[src/rtl/ysyx_23060187_sim_monitor_if.sv]
// Dump stream of the simulation monitor: one snapshot word per handshake.
interface ysyx_23060187_sim_monitor_if #(
  parameter int DATA_W = 32,
  parameter int IDX_W  = 3
);
  logic              dump_valid;
  logic              dump_ready;
  logic [IDX_W-1:0]  dump_idx;
  logic [DATA_W-1:0] dump_data;

  modport master (
    output dump_valid,
    output dump_idx,
    output dump_data,
    input  dump_ready
  );

  modport slave (
    input  dump_valid,
    input  dump_idx,
    input  dump_data,
    output dump_ready
  );
endinterface

[src/rtl/ysyx_23060187_sim_monitor.sv]
// Run-control and result-dump monitor: counts run cycles, detects end of run
// (ebreak, PC self-loop, timeout), snapshots the watched channels and streams
// them out one word per handshake.
module ysyx_23060187_sim_monitor #(
  parameter int              NUM_WATCH   = 8,
  parameter int              DATA_W      = 32,
  parameter longint unsigned TIMEOUT_CYC = 64'd10000000,
  parameter int              LOOP_CYC    = 4,
  parameter int              CNT_W       = 32
) (
  input  logic                        clk,
  input  logic                        rst,
  input  logic                        start,
  input  logic [31:0]                 pc,
  input  logic                        halt_req,
  input  logic [NUM_WATCH*DATA_W-1:0] watch_bus,
  ysyx_23060187_sim_monitor_if.master dump,
  output logic                        running,
  output logic                        done,
  output logic [1:0]                  status,
  output logic [CNT_W-1:0]            cycle_cnt
);

  localparam int IDX_W = (NUM_WATCH > 1) ? $clog2(NUM_WATCH) : 1;
  localparam int LP_W  = $clog2(LOOP_CYC) + 1;
  // Compared in 64 bits so an unreachable timeout simply never fires and the
  // counter saturates instead.
  localparam logic [63:0] TO_LAST = 64'(TIMEOUT_CYC - 64'd1);

  localparam logic [1:0] ST_NONE = 2'b00;
  localparam logic [1:0] ST_EBRK = 2'b01;
  localparam logic [1:0] ST_LOOP = 2'b10;
  localparam logic [1:0] ST_TMO  = 2'b11;

  typedef enum logic [1:0] {S_IDLE, S_RUN, S_DUMP, S_DONE} state_t;

  state_t            state_q, state_d;
  logic [CNT_W-1:0]  cycle_cnt_q, cycle_cnt_d;
  logic [LP_W-1:0]   loop_q, loop_d;
  logic [31:0]       prev_pc_q, prev_pc_d;
  logic              first_q, first_d;
  logic [1:0]        status_q, status_d;
  logic [DATA_W-1:0] snap_q [NUM_WATCH];
  logic [DATA_W-1:0] snap_d [NUM_WATCH];
  logic              dump_valid_q, dump_valid_d;
  logic [IDX_W-1:0]  dump_idx_q, dump_idx_d;
  logic [DATA_W-1:0] dump_data_q, dump_data_d;

  logic              pc_match;
  logic              loop_hit;
  logic              tmo_hit;
  logic              fire;
  logic              last_idx;
  logic [IDX_W-1:0]  nxt_idx;

  function automatic logic [CNT_W-1:0] sat_inc(input logic [CNT_W-1:0] v);
    return (&v) ? v : v + CNT_W'(1);
  endfunction

  // The first RUN cycle has no valid prev_pc, so it never counts as a repeat.
  assign pc_match = !first_q && (pc == prev_pc_q);
  assign loop_hit = pc_match && (loop_q == LP_W'(LOOP_CYC - 2));
  assign tmo_hit  = (64'(cycle_cnt_q) == TO_LAST);
  assign fire     = dump_valid_q && dump.dump_ready;
  assign last_idx = (dump_idx_q == IDX_W'(NUM_WATCH - 1));
  assign nxt_idx  = dump_idx_q + IDX_W'(1);

  // Next-state and next-output computation for the run/dump sequencer.
  always_comb begin
    state_d      = state_q;
    cycle_cnt_d  = cycle_cnt_q;
    loop_d       = loop_q;
    prev_pc_d    = prev_pc_q;
    first_d      = first_q;
    status_d     = status_q;
    snap_d       = snap_q;
    dump_valid_d = dump_valid_q;
    dump_idx_d   = dump_idx_q;
    dump_data_d  = dump_data_q;
    case (state_q)
      S_IDLE, S_DONE: begin
        if (start) begin
          state_d     = S_RUN;
          cycle_cnt_d = '0;
          loop_d      = '0;
          first_d     = 1'b1;
          status_d    = ST_NONE;
        end
      end
      S_RUN: begin
        cycle_cnt_d = sat_inc(cycle_cnt_q);
        prev_pc_d   = pc;
        first_d     = 1'b0;
        loop_d      = pc_match ? loop_q + LP_W'(1) : '0;
        if (halt_req || loop_hit || tmo_hit) begin
          state_d = S_DUMP;
          if (halt_req)      status_d = ST_EBRK;
          else if (loop_hit) status_d = ST_LOOP;
          else               status_d = ST_TMO;
          for (int k = 0; k < NUM_WATCH; k++) begin
            snap_d[k] = watch_bus[k*DATA_W +: DATA_W];
          end
          dump_valid_d = 1'b1;
          dump_idx_d   = '0;
          dump_data_d  = watch_bus[DATA_W-1:0];
        end
      end
      S_DUMP: begin
        if (fire) begin
          if (last_idx) begin
            state_d      = S_DONE;
            dump_valid_d = 1'b0;
          end else begin
            dump_idx_d  = nxt_idx;
            dump_data_d = snap_q[nxt_idx];
          end
        end
      end
      default: state_d = S_IDLE;
    endcase
  end

  // State register; reset wins over every event and abandons a partial dump.
  always_ff @(posedge clk) begin
    if (!rst) begin
      state_q      <= S_IDLE;
      cycle_cnt_q  <= '0;
      loop_q       <= '0;
      prev_pc_q    <= '0;
      first_q      <= 1'b0;
      status_q     <= ST_NONE;
      dump_valid_q <= 1'b0;
      dump_idx_q   <= '0;
      dump_data_q  <= '0;
      for (int k = 0; k < NUM_WATCH; k++) begin
        snap_q[k] <= '0;
      end
    end else begin
      state_q      <= state_d;
      cycle_cnt_q  <= cycle_cnt_d;
      loop_q       <= loop_d;
      prev_pc_q    <= prev_pc_d;
      first_q      <= first_d;
      status_q     <= status_d;
      dump_valid_q <= dump_valid_d;
      dump_idx_q   <= dump_idx_d;
      dump_data_q  <= dump_data_d;
      snap_q       <= snap_d;
    end
  end

  assign running         = (state_q == S_RUN);
  assign done            = (state_q == S_DONE);
  assign status          = status_q;
  assign cycle_cnt       = cycle_cnt_q;
  assign dump.dump_valid = dump_valid_q;
  assign dump.dump_idx   = dump_idx_q;
  assign dump.dump_data  = dump_data_q;

endmodule

[src/flat_wrapper.sv]
// flat-port wrapper written by rule: the top's interface ports become plain ports
module ysyx_23060187_sim_monitor_flat 
#(
  parameter int              NUM_WATCH   = 8,
  parameter int              DATA_W      = 32,
  parameter longint unsigned TIMEOUT_CYC = 64'd10000000,
  parameter int              LOOP_CYC    = 4,
  parameter int              CNT_W       = 32
)
  (clk, rst, start, pc, halt_req, watch_bus, running, done, status, cycle_cnt, dump_dump_valid, dump_dump_idx, dump_dump_data, dump_dump_ready);
  ysyx_23060187_sim_monitor_if #(.DATA_W(DATA_W), .IDX_W(3)) dump_i ();
  input  logic clk;
  input  logic rst;
  input  logic start;
  input  logic [31:0] pc;
  input  logic halt_req;
  input  logic [NUM_WATCH*DATA_W-1:0] watch_bus;
  output logic running;
  output logic done;
  output logic [1:0] status;
  output logic [CNT_W-1:0] cycle_cnt;
  output wire logic [$bits(dump_i.dump_valid)-1:0] dump_dump_valid;
  output wire logic [$bits(dump_i.dump_idx)-1:0] dump_dump_idx;
  output wire logic [$bits(dump_i.dump_data)-1:0] dump_dump_data;
  input wire logic [$bits(dump_i.dump_ready)-1:0] dump_dump_ready;
  assign dump_dump_valid = dump_i.dump_valid;
  assign dump_dump_idx = dump_i.dump_idx;
  assign dump_dump_data = dump_i.dump_data;
  assign dump_i.dump_ready = dump_dump_ready;
  ysyx_23060187_sim_monitor #(.NUM_WATCH(NUM_WATCH), .DATA_W(DATA_W), .TIMEOUT_CYC(TIMEOUT_CYC), .LOOP_CYC(LOOP_CYC), .CNT_W(CNT_W)) u_core (.clk(clk), .rst(rst), .start(start), .pc(pc), .halt_req(halt_req), .watch_bus(watch_bus), .dump(dump_i), .running(running), .done(done), .status(status), .cycle_cnt(cycle_cnt));
endmodule
[config.mk]
export PLATFORM = sky130hd
export DESIGN_NAME = ysyx_23060187_sim_monitor_flat
export DESIGN_NICKNAME = d
export VERILOG_FILES = /design/src/rtl/ysyx_23060187_sim_monitor_if.sv /design/src/rtl/ysyx_23060187_sim_monitor.sv /design/src/flat_wrapper.sv
export SDC_FILE = /design/constraint.sdc
export NUM_CORES = 1
export LEC_CHECK = 0
export CORE_AREA = 3 3 184 186
export DETAILED_ROUTE_END_ITERATION = 6
export DIE_AREA = 0 0 187 189
export PLACE_DENSITY_LB_ADDON = 0.15
export SETUP_SLACK_MARGIN = 0.1
export SLEW_MARGIN = 5
export SYNTH_ARGS = -nofsm -noshare
export SYNTH_HDL_FRONTEND = slang
export SYNTH_SLANG_ARGS = --single-unit
[constraint.sdc]
create_clock -name clk -period 3 [get_ports clk]
set_input_delay 0.6 -clock clk [delete_from_list [all_inputs] [get_ports clk]]
set_output_delay 0.6 -clock clk [all_outputs]
set_load 0.005 [all_outputs]
==> flow_metrics.env <==
export IMPL_io_pins=365
export IMPL_wire_per_inst_um=17.4
export IMPL_clockBufferDepth=3
export IMPL_grtUsageMet1_pct=36.3
export IMPL_tns_ps=0
export IMPL_fin_nets=2452
export IMPL_drt_iter0_markers=1005
export IMPL_syn_num_nets=2162
export IMPL_final_antenna_net_count=0
export IMPL_skew_ps=9.34
export IMPL_die_h_um=189
export IMPL_max_cap_viol_count=0
export IMPL_syn_area_per_cell_um2=8.82
export IMPL_hold_buffers=0
export IMPL_outcome="completed"
export IMPL_grt_overflow=0
export IMPL_routed_via_density=5.45
export IMPL_post_route_drc_count=0
export IMPL_grt_pass1_wl_um=72200
export IMPL_ys_types=50
export IMPL_port_buffers=364
export IMPL_finalSetupViolCount=0
export IMPL_ys_seq_area_share_pct=44.4
export IMPL_fp_dieW_um=187
export IMPL_synth_top_area_share_pct=44.4
export IMPL_top_usage_layer="met2"
export IMPL_antenna_found_initial=10
export IMPL_cts_root_buf="clkbuf_16"
export IMPL_tritoncts="built"
export IMPL_grt_pass1_vias=13500
export IMPL_grt_max_degree=82
export IMPL_clk_latency_ps=510
export IMPL_syn_inst=1860
export IMPL_cts_htree_levels=2
export IMPL_fp_row_count=66
export IMPL_relSlewSlack_pct=53.8
export IMPL_critPathTopFamily="buffers and inverters"
export IMPL_final_cell_mix="clkdlybuf4s50_1, dfxtp_1, nand2_1"
export IMPL_end_kind="output pin"
export IMPL_regToRegStartpoint="u_core.cycle_cnt[0]"
export IMPL_hold_path_class="reg -> reg"
export IMPL_power_density_nw_per_um2=687
export IMPL_start_util_pct=50.5
export IMPL_drtPass1Iterations=5
export IMPL_cts_resized_gates=0
export IMPL_ys_flop_type="dfxtp_1"
export IMPL_max_stage_delay_ps=590
export IMPL_crit_path_cell_trace="ha_2 > buf_4 > clkdlybuf4s50_1"
export IMPL_synthesis_area_um2=16400
export IMPL_p_leak_nw=7.70
export IMPL_cp_startpoint="u_core.state_q[0]"
export IMPL_min_from="u_core.snap_q[104]"
export IMPL_post_route_period_util_pct=92.9
export IMPL_dp_worst_setup_slack_ps=-95.8
export IMPL_wl_um=45700
export IMPL_dieArea_um2=35300
export IMPL_dp_hpwl_um=32600
export IMPL_rsz0062_at_grt="false"
export IMPL_tightest_slew_ps=694
export IMPL_crit_type="reg -> out"
export IMPL_yosysWarnings=0
export IMPL_cpMaxStageDelayCell="clkdlybuf4s50_1"
export IMPL_critPathBufInv=2
export IMPL_cp_max_fo=25
export IMPL_clk_pin_slew_ps=60
export IMPL_core_um2=32500
export IMPL_cts_sinks=364
export IMPL_hold_viol_final=0
export IMPL_syn2layout_area_growth_pct=33.5
export IMPL_vias=14300
export IMPL_grt_use_met3_pct=4.31
export IMPL_maxSlewViolCount=0
export IMPL_gp_congestion=0.865
export IMPL_setup_slack_ps=214
export IMPL_ys_seq_elements=364
export IMPL_synth_edf_count=0
export IMPL_track_usage_pct=25.0
export IMPL_critPathLaunchType="register"
export IMPL_cts_setup_buffers=0
export IMPL_use_met2_pct=38.0
export IMPL_async_reset_ff_share_pct=0
export IMPL_cts_buffers_inserted=40
export IMPL_synth_top_area_cell="dfxtp_1"
export IMPL_irDropWorstVdd_uv=490
export IMPL_fmax_ghz=0.359
export IMPL_yosys_top_cells_area="dfxtp_1, mux4_2, nand2_1, nand3_1, o21ai_1"
export IMPL_crit_arrival_ps=2190
export IMPL_period_minus_slack_ps=2790
export IMPL_drive_gt1_share_pct=10.6
export IMPL_required_ps=2400
==> logic make-up after synthesis <==
group,Yosys count,share of synthesized area [%]
DFF,364,44.4
xor gates and xnor gates,54,2.88
adders and majority gates,9,0.687
AOI/OAI and AO/OA,356,12.0
muxes,131,12.9
and+or+nand+nor,764,21.8
buffers and inverters,182,5.31
==> worst register-to-register path: stages, from the launching register on <==
cell,delay (ps)
dfxtp_1,410
ha_1,200
and3_1,220
nand3_1,250
nor4_4,350
or2_1,300
o21ai_4,120
buf_12,190
buf_12,200
nand3_1,120
o21ai_0,80
==> stage by stage <==
stage / cell area, um2 / total power [W] / util (%) / instances / hold WS (ps)
after floorplan: 16400 / 0.00848 / - / 1860 / 431
after global placement: 20500 / 0.00996 / 63.1 / 2550 / 439
after detailed placement: 20500 / 0.0101 / 63.1 / 2550 / 446
after CTS: 21900 / 0.0151 / 67.4 / 2620 / 454
after global routing: 21900 / 0.0158 / 67.4 / 2629 / 473
final: 21900 / 0.0150 / 67.4 / 2629 / 453
==> flip-flops by register name, summed over array words and instances (netlist names) <==
signal,cells
u_core.cycle_cnt,32
u_core.dump.dump_data,32
u_core.dump.dump_idx,3
u_core.dump.dump_valid,1
u_core.first_q,1
u_core.loop_q,3
u_core.prev_pc_q,32
u_core.snap_q,256
u_core.state_q,2
u_core.status,2
==> report_power, final <==
group / leakage [nW] / total [W] / internal, W / switching, W
Sequential: 2.96 / 0.00611 / 0.00565 / 0.000464
Clock: 0.681 / 0.00504 / 0.00313 / 0.00191
Combinational: 4.06 / 0.00389 / 0.00187 / 0.00202
Total: 7.70 / 0.0150 / 0.0106 / 0.00440
==> layout make-up <==
type / instances / area (um2)
multi-input combinational: 1314 / 8260
timing repair buffer: 421 / 4350
antenna: 9 / 22.5
inverter: 9 / 33.8
fill: 2671 / 10600
clock buffer: 62 / 1260
clock inverter: 8 / 115
tap: 442 / 553
sequential: 364 / 7290
==> cells in the mapped netlist, types with 2 or more instances <==
| library cell | n |
|---|---|
| a21oi_1 | 11 |
| a31o_2 | 2 |
| and3_1 | 7 |
| and4_1 | 2 |
| buf_1 | 27 |
| buf_2 | 15 |
| buf_6 | 22 |
| clkbuf_1 | 108 |
| dfxtp_1 | 364 |
| ha_1 | 9 |
| inv_1 | 9 |
| mux2i_1 | 67 |
| mux4_2 | 64 |
| nand2_1 | 350 |
| nand2b_1 | 4 |
| nand3_1 | 247 |
| nand3_2 | 24 |
| nand4_1 | 15 |
| nand4b_1 | 2 |
| nor2_1 | 67 |
| nor2b_1 | 4 |
| nor3_1 | 7 |
| nor3b_1 | 2 |
| nor4_1 | 12 |
| nor4b_1 | 3 |
| o2111ai_1 | 32 |
| o21ai_0 | 120 |
| o21ai_1 | 175 |
| o21ai_2 | 6 |
| o31a_1 | 2 |
| or3_1 | 10 |
| xnor2_1 | 20 |
| xor2_1 | 34 |
==> layer usage <==
| layer | vias up | routed length [um] |
|---|---|---|
| met2 | 444 | 20200 |
| li1 | 7136 | - |
| met5 | - | 13 |
| met4 | 2 | 1250 |
| met1 | 6659 | 21400 |
| met3 | 81 | 2860 |
==> final timing paths <==
path                        end  slack (ps)  depth (start not counted)
max                     running         210                          3
min          u_core.snap_q[104]         450                          2
max reg2reg  u_core.snap_q[236]         430                         10
min reg2reg  u_core.snap_q[104]         450                          2
Note: power is estimated with default switching activity, not from simulation.
==> variant 1, RTL diff (same settings) <==
`LOOP_CYC` is set to 4 in 2 places; all go to 8.
--- a/src/rtl/ysyx_23060187_sim_monitor.sv
+++ b/src/rtl/ysyx_23060187_sim_monitor.sv
@@ -7,3 +7,3 @@
   parameter longint unsigned TIMEOUT_CYC = 64'd10000000,
-  parameter int              LOOP_CYC    = 4,
+  parameter int              LOOP_CYC    = 8,
   parameter int              CNT_W       = 32
--- a/src/flat_wrapper.sv
+++ b/src/flat_wrapper.sv
@@ -6,3 +6,3 @@
   parameter longint unsigned TIMEOUT_CYC = 64'd10000000,
-  parameter int              LOOP_CYC    = 4,
+  parameter int              LOOP_CYC    = 8,
   parameter int              CNT_W       = 32
Behaviour: same outputs for any inputs over 4 cycles, from zero or initial values and one cycle with rst low; that may be too few to reach the edited logic, so the function may still have changed.
==> variant 1 against the unedited design <==
  * Non-clock buffer count up 11
  * Routed wire length is 23% higher
  * Sequential cell count is 1 higher
  * Power rose by 6.6%
  * Combinational power up 24%
  * Synthesized area rose by 6.8%
  * Clock skew up 0.0082 ns
  * Worst setup slack improved by 0.0044 ns
  * Cell area grew 5.5%
  * Critical endpoint is now u_core.snap_q[83]
==> variant 1: results (changes against the unedited design) <==
metric	value	unit	change
Commonest cells post-synth	dfxtp_1 (365), o211ai_1 (289), nand3_1 (272)		was dfxtp_1 (364), nand2_1 (350), nand3_1 (247)
ys async rst share	0	%	unchanged
CP max stage delay	0.53	ns	was 0.59 ns
Wirelength per Cell	21.3	um	was 17.4 um
Period minus WS final	2.78	ns	was 2.79 ns
max_cap viols	0		unchanged
postcts setup bufs	0		unchanged
worst hold slack	0.460	ns	was 0.453 ns
Clock Path Buffers	3		unchanged
status	finished clean		unchanged
FF-to-FF path depth	7		was 10
worst hold stages	2		unchanged
vias per cell	6.26		was 5.45
leakage power	7.64	nW	was 7.70 nW
crit path DAT	3.16	ns	was 2.19 ns
Worst VDD drop	0.803	mV	was 0.490 mV
initial antenna violation count	13		was 10
slowest cell on the critical path	or4b_1		was clkdlybuf4s50_1
first-pass GRT wire length	87900	um	was 72200 um
final hold vios	0		unchanged
CP max FO	156		was 25
First DRT Iteration DRCs	1496		was 1005
max FFs per register	256		unchanged
RR Startpoint	u_core.cycle_cnt[14]		was u_core.cycle_cnt[0]
placed standard-cell area	0.0217	mm2	was 0.0205 mm2
first drt pass iteration count	6		was 5
clock network power	5.25	mW	was 5.04 mW
Seq/Total Area, Yosys	41.7	%	was 44.4%
number of buffers created by CTS	41		was 40
layout net count	2465		was 2452
number of global-route vias before repair	16100		was 13500
part of the power in the clock network	32.7	%	was 33.5%
Post-Route WL	56200	um	was 45700 um
clock skew	0.0176	ns	was 0.00934 ns
share of cells above drive strength 1	9.95	%	was 10.6%
post-synth cell types	47		was 50
Tightest Pin Transition	1.16	ns	was 0.694 ns
combinational power	4.81	mW	was 3.89 mW
CP Class	reg -> reg		was reg -> out
cells after synthesis	1915		was 1860
Net Sw Frac	31.9	%	was 29.2%
HP Start	u_core.dump.dump_data[25]		was u_core.snap_q[104]
Reg2Reg Setup Slack	0.22	ns	was 0.43 ns
Total GRT Usage	30.6	%	was 25.0%
synth warn	0		unchanged
Area contributors post-synth	dfxtp_1 (42%), o211ai_1 (12%), mux4_2 (8.2%)		was dfxtp_1 (44%), mux4_2 (8.8%), nand2_1 (8.0%)
pre-CTS WS	-0.162	ns	was -0.0958 ns
family with the most delay on the worst path	simple AND/OR/NAND/NOR gates		was buffers and inverters
Cells after DPL	2562		was 2550
largest net degree at the start of global routing	181		was 82
DP Wirelength	37500	um	was 32600 um
Hold EP	u_core.dump.dump_data[25]		was u_core.snap_q[104]
worst flop-to-flop path endpoint	u_core.snap_q[83]		was u_core.snap_q[236]
routability cong.	0.884		was 0.865
syn_nets	2217		was 2162
-- variant 1: changes by cell type after synthesis, moves of 18 or more --
cell	change
o211ai_1	+289
nand3_2	-24
nand3_1	+25
buf_6	-18
a21oi_1	+254
o2111ai_1	-32
mux2i_1	+35
nand2_1	-261
o21ai_1	-173
o21ai_0	-113
buf_2	+45
-- variant 1: cells by family after synthesis --
logic type,share of synthesized area (%)
DFF,41.7
AOI/OAI and AO/OA,20.8
buffers and inverters,5.66
and+or+nand+nor,14.0
muxes,14.1
xor gates and xnor gates,3.05
adders and majority gates,0.643
-- variant 1: routing by layer --
layer	routed length, um	global-route usage (%)	vias up
met2	26200	48.9	767
met1	21400	37.3	7846
li1	-	-	7680
met4	3470	17.4	14
met5	99	0	-
met3	5020	8.50	190
-- variant 1: cell type report --
class,count,area [um2]
Tap cell,442,553
Fill cell,2502,9360
Clock inverter,12,189
Sequential cell,365,7310
Antenna cell,5,12.5
Clock buffer,58,1220
Multi-Input combinational cell,1316,9290
Timing Repair Buffer,432,4490
Inverter,7,33.8
==> variant 2, RTL diff (config.mk and constraints unchanged) <==
Without the edit above. Re-encode `state_t` (4 states) as one-hot, 4 bits wide.
--- a/src/rtl/ysyx_23060187_sim_monitor.sv
+++ b/src/rtl/ysyx_23060187_sim_monitor.sv
@@ -34,3 +34,3 @@
 
-  typedef enum logic [1:0] {S_IDLE, S_RUN, S_DUMP, S_DONE} state_t;
+  typedef enum logic [3:0] {S_IDLE = 4'b0001, S_RUN = 4'b0010, S_DUMP = 4'b0100, S_DONE = 4'b1000} state_t;
 
Check against the original RTL: no difference found for any inputs over 4 cycles, from zero or initial values and one cycle with rst low; so few cycles prove little.
==> variant 2 against the unedited design <==
  * Routed wire length rose by 7.7%
  * Synthesized cell count rose by 1.7%
  * Worst setup slack got worse by 0.052 ns
  * Sequential cell count increased by 2
  * First-iteration DRC count shrank 11%
  * Synthesized area grew 7.2%
  * Cell area up 4.7%
  * Fmax shrank 1.8%
  * Non-clock buffer count down 10
Power is not compared: it rests on default switching activity, and its combinational part moved more than twofold at a synthesized area within 25%.
==> variant 2: results (changes against the unedited design) <==
metric	value	unit	change
status	finished clean		unchanged
Biggest register	u_core.snap_q		unchanged
leakage power	7.97	nW	
First DRT Iteration DRCs	891		was 1005
clock network power	5.39	mW	
postcts setup bufs	0		unchanged
FF-to-FF path depth	7		was 10
number of buffers created by CTS	40		unchanged
vias per cell	5.47		was 5.45
cts hold-fix bufs	0		unchanged
Post-Route WL	49200	um	was 45700 um
initial antenna violation count	4		was 10
M2 GR Usage	48.0	%	was 38.0%
Seq/Total Area, Yosys	41.7	%	was 44.4%
CP max FO	34		was 25
post-synth cell types	59		was 50
pre-CTS WS	-0.338	ns	was -0.0958 ns
H-Tree Depth	2		unchanged
ys async rst share	0	%	unchanged
Net Sw Frac	21.9	%	
CTS Root Cell	clkbuf_16		unchanged
routed wl met2	25000	um	was 20200 um
Avg Synthesized Cell Area	9.29	um2	was 8.82 um2
clock latency at the later pin of the worst-skew pair	0.54	ns	was 0.51 ns
M1 GR Usage	32.4	%	was 36.3%
M1 wire length	19200	um	was 21400 um
Clock Path Buffers	3		unchanged
max_slew headroom	54.8	%	was 53.8%
first drt pass iteration count	5		unchanged
via count	14600		was 14300
number of global-route vias before repair	14400		was 13500
routability cong.	0.862		was 0.865
Buffers on Ports	364		unchanged
clock skew	0.0209	ns	was 0.00934 ns
Cells after DPL	2601		was 2550
Highest Signal Layer	met5		unchanged
DP Wirelength	35800	um	was 32600 um
post-cts sizing count	0		unchanged
Reg power frac	43.9	%	
synth warn	0		unchanged
Total GRT Usage	27.0	%	was 25.0%
PwrDens	491	mW/mm2	
Clk pin slew, worst setup/hold paths	0.06	ns	about the same
Worst VDD drop	0.332	mV	
Fillers	2487		was 2671
share of cells above drive strength 1	8.83	%	was 10.6%
total length of routed met3 wires	3250	um	was 2860 um
Hold Path Class	in -> reg		was reg -> reg
Area contributors post-synth	dfxtp_1 (42%), mux2i_1 (18%), nand2_1 (14%)		was dfxtp_1 (44%), mux4_2 (8.8%), nand2_1 (8.0%)
syn_nets	2189		was 2162
layout net count	2499		was 2452
worst hold stages	2		unchanged
Commonest cells post-synth	nand2_1 (664), dfxtp_1 (366), mux2i_1 (322)		was dfxtp_1 (364), nand2_1 (350), nand3_1 (247)
largest net degree at the start of global routing	110		was 82
placed standard-cell area	0.0214	mm2	was 0.0205 mm2
first-pass GRT wire length	76700	um	was 72200 um
crit path DAT	3.28	ns	was 2.19 ns
max FFs per register	256		unchanged
met3 GRT Util	5.20	%	was 4.31%
## variant 2: changes by cell type after synthesis, moves of 39 or more
cell / unedited run / this run
mux2i_1: 67 / 322
nand2_1: 350 / 664
o21ai_1: 175 / 0
nand3_1: 247 / 23
a21oi_1: 11 / 50
o21ai_0: 120 / 13
## variant 2: area by class of cell
| type | instances | area (um2) | share of cell area (%) |
|---|---|---|---|
| Clock buffer | 56 | 1180 | 5.16 |
| Tap cell | 442 | 553 | 2.41 |
| Antenna cell | 1 | 2.50 | 0.0109 |
| Inverter | 14 | 52.6 | 0.229 |
| Sequential cell | 366 | 7330 | 32.0 |
| Timing Repair Buffer | 411 | 4230 | 18.5 |
| Clock inverter | 17 | 284 | 1.24 |
| Multi-Input combinational cell | 1368 | 9280 | 40.5 |
## variant 2: kinds of logic (layout without fill, tap and decap cells)
logic type                 Yosys count  count (layout)  synth area share, %
adders and majority gates            5               5                0.356
buffers and inverters              157             498                 5.68
DFF                                366             366                 41.7
muxes                              386             386                 26.5
other                                0               1                    0
and+or+nand+nor                    814             814                 19.2
AOI/OAI and AO/OA                  117             117                 4.19
xor gates and xnor gates            46              46                 2.29
## variant 2: final timing paths
kind                  endpoint            startpoint  slack, ns
min          u_core.state_q[0]                   rst       0.44
min reg2reg  u_core.snap_q[15]     u_core.snap_q[15]       0.45
max reg2reg  u_core.snap_q[11]  u_core.cycle_cnt[12]       0.33
max          u_core.snap_q[11]                 pc[4]       0.16
## variant 2: critical path: stages
cell and delay, ns:
clkdlybuf4s50_1 0.43, xor2_1 0.18, or4_4 0.57, nor4_2 0.27
nand4_2 0.20, a31oi_4 0.29, buf_12 0.22, buf_16 0.25
mux2i_1 0.24
